$ cat src/rtl/timer_pkg.sv
// Shared types for the reload down timer: FSM states, count modes, default prescale ratio.
// Optional prescaler is controlled by TIMER_PRESCALE_EN (see reload_down_timer).
package timer_pkg;

  typedef enum logic [1:0] {
    IDLE = 2'd0,
    RUN  = 2'd1,
    DONE = 2'd2
  } timer_state_t;

  typedef enum logic {
    ONE_SHOT    = 1'b0,
    AUTO_RELOAD = 1'b1
  } timer_mode_t;

  localparam int PRESC_DIV_DEFAULT = 4;

endpackage

$ cat src/rtl/reload_down_timer_tick_prescaler.sv
// Divides an enable stream by DIV: tick is combinational, high on every DIV-th enabled cycle.
// clr restarts the division phase; used only when TIMER_PRESCALE_EN is defined.
module tick_prescaler #(
  parameter int DIV = 4
) (
  input  logic clk,
  input  logic rst_n,
  input  logic clr,
  input  logic en,
  output logic tick
);

  localparam int CW = (DIV > 1) ? $clog2(DIV) : 1;
  localparam logic [CW-1:0] LAST = CW'(DIV - 1);

  logic [CW-1:0] cnt_q, cnt_d;

  always_comb begin
    cnt_d = cnt_q;
    if (clr) begin
      cnt_d = '0;
    end else if (en) begin
      cnt_d = (cnt_q == LAST) ? '0 : cnt_q + 1'b1;
    end
  end

  always_ff @(posedge clk) begin
    if (!rst_n) begin
      cnt_q <= '0;
    end else begin
      cnt_q <= cnt_d;
    end
  end

  assign tick = en && (cnt_q == LAST);

endmodule

$ cat src/rtl/reload_down_timer.sv
// Loadable down timer with start/stop, one-shot/auto-reload and a registered tc pulse.
// Define TIMER_PRESCALE_EN to step the count once per PRESC_DIV enabled cycles.
module reload_down_timer
  import timer_pkg::*;
#(
  parameter int WIDTH     = 5,
  parameter int PRESC_DIV = PRESC_DIV_DEFAULT
) (
  input  logic             clk,
  input  logic             rst_n,
  input  logic             load,
  input  logic [WIDTH-1:0] data,
  input  logic             mode,
  input  logic             start,
  input  logic             stop,
  input  logic             en,
  output logic [WIDTH-1:0] count,
  output logic             tc,
  output logic             busy,
  output logic             done
);

  localparam logic [WIDTH-1:0] CNT_ONE = WIDTH'(1);

  timer_state_t     state_q, state_d;
  timer_mode_t      mode_q, mode_d;
  logic [WIDTH-1:0] count_q, count_d;
  logic [WIDTH-1:0] reload_q, reload_d;
  logic             tc_q, tc_d;
  logic             tick;

`ifdef TIMER_PRESCALE_EN
  tick_prescaler #(
    .DIV (PRESC_DIV)
  ) u_presc (
    .clk   (clk),
    .rst_n (rst_n),
    .clr   (load | stop | start),
    .en    (en && (state_q == RUN)),
    .tick  (tick)
  );
`else
  assign tick = en;
`endif

  always_comb begin
    state_d  = state_q;
    mode_d   = mode_q;
    count_d  = count_q;
    reload_d = reload_q;
    tc_d     = 1'b0;

    if (load) begin
      count_d  = data;
      reload_d = data;
      mode_d   = timer_mode_t'(mode);
      state_d  = IDLE;
    end else if (stop && (state_q == RUN)) begin
      state_d = IDLE;
    end else if (start && (state_q != RUN)) begin
      if (state_q == DONE) begin
        // Restart from the reload value; a zero reload just re-signals completion.
        if (reload_q != '0) begin
          count_d = reload_q;
          state_d = RUN;
        end else begin
          tc_d = 1'b1;
        end
      end else if (count_q != '0) begin
        state_d = RUN;
      end else begin
        state_d = DONE;
        tc_d    = 1'b1;
      end
    end else if (tick && (state_q == RUN)) begin
      if (count_q == CNT_ONE) begin
        tc_d = 1'b1;
        if (mode_q == AUTO_RELOAD) begin
          count_d = reload_q;
        end else begin
          count_d = '0;
          state_d = DONE;
        end
      end else if (count_q != '0) begin
        count_d = count_q - 1'b1;
      end
    end
  end

  always_ff @(posedge clk) begin
    if (!rst_n) begin
      state_q  <= IDLE;
      mode_q   <= ONE_SHOT;
      count_q  <= '0;
      reload_q <= '0;
      tc_q     <= 1'b0;
    end else begin
      state_q  <= state_d;
      mode_q   <= mode_d;
      count_q  <= count_d;
      reload_q <= reload_d;
      tc_q     <= tc_d;
    end
  end

  assign count = count_q;
  assign tc    = tc_q;
  assign busy  = (state_q == RUN);
  assign done  = (state_q == DONE);

endmodule

$ cat config.mk
export PLATFORM = sky130hd
export DESIGN_NAME = reload_down_timer
export DESIGN_NICKNAME = d
export VERILOG_FILES = /design/src/rtl/timer_pkg.sv /design/src/rtl/reload_down_timer_tick_prescaler.sv /design/src/rtl/reload_down_timer.sv
export SDC_FILE = /design/constraint.sdc
export NUM_CORES = 1
export LEC_CHECK = 0
export CAP_MARGIN = 0
export CORE_UTILIZATION = 55
export CTS_CLUSTER_DIAMETER = 30
export DETAILED_ROUTE_END_ITERATION = 6
export DONT_BUFFER_PORTS = 1
export HOLD_SLACK_MARGIN = 0.03
export PLACE_DENSITY_LB_ADDON = 0.3
export SLEW_MARGIN = 20
export SYNTH_ARGS = -nofsm -noshare
export SYNTH_HDL_FRONTEND = slang
export SYNTH_SLANG_ARGS = --single-unit
$ cat constraint.sdc
create_clock -name clk -period 2 [get_ports clk]
set_input_delay 0.4 -clock clk [delete_from_list [all_inputs] [get_ports clk]]
set_output_delay 0.4 -clock clk [all_outputs]
set_load 0.01 [all_outputs]
==> reports/qor.yml, run 1 <==
gp_congestion: 1.00
finClkSkew_ns: 0.00452
final_cells: 154
numCtsBuffers: 3
die_y_um: 44.7
drive_gt1_share_pct: 24.0
numPlacedInstances: 150
worstSetupPathType: "flip-flop to flip-flop"
grt_pass1_vias: 887
regArea_um2: 282
cp.arrival_ns: 2.11
cts_root_buf: "clkbuf_4"
yosysMostFrequentCell: "dfxtp_1"
fill_cells: 143
fin_total_pwr_mw: 0.827
rsz0062_at_grt: "no"
rows: 15
syn_inst: 115
core_area_um2: 1710
synth-simple-area-share_pct: 21.8
final_max_slew_viol_count: 0
ant_nets: 0
startpoint_type: "flip-flop"
synthAdderAreaFrac_pct: 3.75
clock-sinks: 14
preCtsSetupSlack_ns: 0.0576
num_antenna_cells: 0
fin_tns_setup_ns: 0
start_util_pct: 58.7
period_share_pct: 95.6
postCtsHoldBufs: 0
drt_iter0_drc: 60
synth.mux.area_fraction_pct: 9.11
synth_nets: 130
hold_class: "input port to flip-flop"
synth_top_flop_cell: "dfxtp_1"
post_cts_buffers: 0
drt_pass1_iterations: 5
async_flop_share_pct: 0
worst_slack_ns: 0.0877
hold_viol: 0
yosysTopAreaCell: "dfxtp_1"
power.leakage_nw: 0.468
gr-total-overflow: 0
clock_path_buffers: 2
grt_max_degree: 21
worstSetupEndpointType: "flip-flop"
vias_per_cell: 6.62
grt_pass1_wl_mm: 4.37
yosysTopAreaCellShare_pct: 28.0
synth-xor-area-share_pct: 0.874
die_w_um: 44.7
cts.htree.levels: 1
vias: 1020
wire_per_inst_um: 16.9
drcViolationCount: 0
nets: 145
antenna_found_initial: 0
cts_tree: "done"
relSlewSlack_pct: 63.7
grtUsageTotal_pct: 29.9
io_pins: 20
ys_seq_elements: 14
synth.area.top_cells: "dfxtp_1, mux2i_1, nand2_1"
path_max_fanout: 6
postLayoutCoreUtil_pct: 68.6
cts-resized-gates: 0
worstPathRequired_ns: 2.20
synth_edf_count: 0
ff2ff_setup_slack_ns: 0.09
worst_slew_pin_slew_ns: 0.529
port_buffers: 0
cts.clk_slew.worst_paths_ns: 0.09
status: "complete, no violations"
hpwl_mm: 1.94
wl_mm: 2.61
yosys-top-cells-count: "dfxtp_1, nand2_1, nor2_1, mux2i_1, inv_1"
synth_warnings: 0
synth_top_family_by_area: "compound AO/OA/AOI/OAI gates"
synthDistinctLibCells: 44
clk_latency_ns: 0.29
irDropWorstVdd_v: 0.000601
area_growth_pct: 17.0
synth_area_um2: 1000
seq_area_frac_synth_pct: 28.0
maxCapViolCount: 0
multi_input_area_um2: 688
die_area_um2: 2000
synth-compound-area-share_pct: 31.2
synth.avg_cell_area_um2: 8.71
setup_viol_count_final: 0
pwr_density_cell_nw_per_um2: 706
period_minus_slack_ns: 1.91
fmax_mhz: 523
## critical path, cell delays in order, from the launching register on
cell,delay (ns)
dfxtp_2,0.36
inv_1,0.07
ha_1,0.13
or4b_4,0.48
o21ba_4,0.24
o32a_4,0.25
a2111oi_4,0.28
## layout by cell type (no fill, tap or decap), types with 2 or more instances in the layout
| master | netlist | layout |
|---|---|---|
| a211o_1 | 2 | 2 |
| a211oi_1 | 4 | 4 |
| a21oi_1 | 5 | 5 |
| a222oi_1 | 4 | 4 |
| buf_4 | 0 | 14 |
| clkbuf_4 | 0 | 3 |
| dfxtp_1 | 14 | 13 |
| ha_1 | 3 | 3 |
| inv_1 | 7 | 6 |
| inv_2 | 1 | 2 |
| mux2i_1 | 8 | 8 |
| nand2_1 | 12 | 12 |
| nand2b_1 | 2 | 2 |
| nor2_1 | 9 | 9 |
| nor3b_1 | 2 | 2 |
| o211ai_1 | 2 | 2 |
| o21a_1 | 2 | 2 |
| o21ai_0 | 3 | 3 |
| o31ai_1 | 2 | 2 |
| o32ai_1 | 5 | 5 |
| or2_2 | 2 | 2 |
## sequential cells by signal, summed over array words and instances (netlist names)
name and flops:
tc 1, state_q 2, reload_q 5, mode_q 1, count 5
## area by class of cell
cell class,instances,share of cell area [%]
Multi-Input combinational cell,89,58.7
Sequential cell,14,24.0
Timing Repair Buffer,14,8.96
Clock buffer,4,3.09
Tap cell,25,2.67
Inverter,8,2.56
## cells by family (layout without fill, tap and decap cells)
family                   count (synthesis)  in the layout
XOR/XNOR                                 1              1
flip-flops                              14             14
multiplexers                             9              9
buffers and inverters                   12             26
adder cells (fa/ha/maj)                  3              3
AO/OA/AOI/OAI                           37             37
AND/OR/NAND/NOR                         39             39
## where the power goes
part           switching [mW]  internal, mW  leakage, nW  total [mW]
combinational           0.147         0.137        0.331       0.284
sequential             0.0253         0.302        0.116       0.327
clock                   0.105         0.111       0.0210       0.216
total                   0.277         0.550        0.468       0.827
## stage by stage
step                      instance area (um^2)  hold slack [ns]
after CTS                                 1150            0.250
final                                     1170            0.240
after global routing                      1170            0.253
after global placement                    1120            0.484
after floorplan                           1000            0.467
after detailed placement                  1120            0.495
## worst paths after layout
kind / from / to / cells past startpoint
worst min-delay path: load / reload_q[4]$_SDFFE_PN0P_ / 2
worst min register to register: reload_q[4]$_SDFFE_PN0P_ / reload_q[4]$_SDFFE_PN0P_ / 2
worst max register to register: count[0]$_SDFFE_PN0P_ / count[3]$_SDFFE_PN0P_ / 6
worst max-delay path: count[0]$_SDFFE_PN0P_ / count[3]$_SDFFE_PN0P_ / 6
## layer usage
metal | global-route usage [%] | vias up | share of wire [%]
met1 | 43.0 | 476 | 43
met5 | 0 | - | 0
li1 | - | 478 | -
met2 | 46.2 | 59 | 46
met4 | 9.09 | 0 | 1.8
met3 | 4.08 | 7 | 8.6
(Power assumes the default switching activity.)
==> run 2: changes to the inputs <==
--- a/config.mk
+++ b/config.mk
@@ -10,6 +10,7 @@
 export CTS_CLUSTER_DIAMETER = 30
 export DETAILED_ROUTE_END_ITERATION = 6
 export DONT_BUFFER_PORTS = 1
+export GPL_TIMING_DRIVEN = 0
 export HOLD_SLACK_MARGIN = 0.03
 export PLACE_DENSITY_LB_ADDON = 0.3
 export SLEW_MARGIN = 20
==> run 2 against run 1 <==
Against the previous run: the flow now finishes with violations (negative setup slack); hold slack gained 0.013 ns; routed wire length shrank 1.4%; clock power shrank 2%; utilization grew 0.95 points; critical path type unchanged; flip-flop and latch count is the same; highest routed layer unchanged; critical endpoint unchanged.
==> reports/qor.yml, run 2 (synthesis results as in run 1) <==
holdWs_ns: 0.253
gr-total-overflow: 0
die_area_um2: 2000
worstSetupEndpointType: "flip-flop"
postLayoutCoreUtil_pct: 69.6
numCtsBuffers: 3
multi_input_area_um2: 722
postCtsHoldBufs: 0
irDropWorstVdd_v: 0.000570
crit_start: "count[1]$_SDFFE_PN0P_"
hold_start: "data[4]"
crit_end: "count[3]$_SDFFE_PN0P_"
final_common_cell: "nand2_1"
cts_root_buf: "clkbuf_4"
path_max_fanout: 4
rows: 15
grtUsageTotal_pct: 27.2
grt_max_degree: 11
vias_per_cell: 6.64
drive_gt1_share_pct: 25.4
cts_tree: "done"
worstPathRequired_ns: 2.19
ff2ff_setup_slack_ns: -0.01
final_max_slew_viol_count: 0
worstReg2RegStart: "count[1]$_SDFFE_PN0P_"
clock-sinks: 14
grt_pass1_vias: 876
hpwl_mm: 1.78
finClkSkew_ns: 0.00176
antenna_found_initial: 0
gp_congestion: 0.967
regArea_um2: 289
clk_latency_ns: 0.28
cp.arrival_ns: 2.20
pwr_density_cell_nw_per_um2: 703
final_cell_mix: "nand2_1, dfxtp_1, nor2_1"
rr_worst_depth: 6
power.leakage_nw: 0.449
drt_pass1_iterations: 5
num_antenna_cells: 0
wl_mm: 2.57
fin_tns_setup_ns: -0.0201
period_minus_slack_ns: 2.01
worst_slew_pin_slew_ns: 0.551
clock_path_buffers: 2
final_cells: 151
port_buffers: 0
io_pins: 20
ant_nets: 0
cts.clk_slew.worst_paths_ns: 0.09
hold_viol: 0
worst_slack_ns: -0.0105
numPlacedInstances: 140
status: "finished with violations"
start_util_pct: 58.7
r2r-end: "count[3]$_SDFFE_PN0P_"
cts.htree.levels: 1
vias: 1003
die_w_um: 44.7
maxCapViolCount: 0
period_share_pct: 101
startpoint_type: "flip-flop"
nets: 142
worstSetupPathType: "flip-flop to flip-flop"
fill_cells: 142
area_growth_pct: 18.6
wire_per_inst_um: 17.0
grt_pass1_wl_mm: 3.98
violations: "negative setup slack"
core_area_um2: 1710
drcViolationCount: 0
drt_iter0_drc: 62
rsz0062_at_grt: "yes"
die_y_um: 44.7
relSlewSlack_pct: 63.2
hold_class: "input port to flip-flop"
fmax_mhz: 497
setup_viol_count_final: 2
[run 2: changes by cell type in the layout (fill, tap and decap cells not counted), moves of 2 or more]
cell / before / now
dfxtp_4: 0 / 2
buf_4: 14 / 7
clkbuf_1: 0 / 2
inv_4: 0 / 2
dfxtp_1: 13 / 11
[run 2: worst min path at each step]
stage                                          end  slack (ns)  depth (start not counted)
final                     reload_q[4]$_SDFFE_PN0P_        0.25                          2
after global routing      reload_q[4]$_SDFFE_PN0P_        0.26                          2
after CTS                 reload_q[4]$_SDFFE_PN0P_        0.26                          2
after detailed placement  reload_q[4]$_SDFFE_PN0P_        0.49                          2
after global placement    reload_q[4]$_SDFFE_PN0P_        0.48                          2
after floorplan           reload_q[4]$_SDFFE_PN0P_        0.47                          2
[run 2: per-layer routing]
metal	vias up	GRT usage (%)	part of all wire (%)
li1	470	-	-
met1	463	37.6	42
met2	60	42.1	46
met3	10	4.49	8.6
met4	0	10.9	2.4
met5	-	0	0
[run 2: final cells by class]
type	count	area share, %
multi-input cells	89	60.7
flip-flops and latches	14	24.3
repair buffers	7	4.42
clock buffers	4	3.05
inverters	8	2.95
well taps	25	2.63
plain buffers	4	1.89
[run 2: where the power goes]
group          total (mW)  switching, mW  internal (mW)
Clock               0.211          0.100          0.111
Sequential          0.347         0.0437          0.303
Combinational       0.278          0.139          0.139
[run 2: worst max-delay path, cell delays in order, from the launching register on]
cell       delay [ns]
dfxtp_4          0.38
inv_4            0.08
ha_4             0.13
or4b_4           0.46
o21ba_4          0.26
o32a_4           0.24
a2111oi_4        0.35
[run 2: metrics by stage]
stage	area [um^2]	power (mW)	worst slack, ns
6_report	1190	0.836	-0.0105
5_1_grt	1190	0.872	-0.0492
4_1_cts	1110	0.789	-0.0128
3_5_place_dp	1030	0.569	-0.157
3_3_place_gp	1030	0.561	-0.136
2_1_floorplan	1000	0.521	0.0738
[run 2: repair_timing]
item / in CTS / in global routing
hold endpoints to repair: 0 / 0
setup buffers: 0 / 7
setup endpoints to repair: 6 / 5
pin swaps: 0 / 4
resized for setup: 9 / 8
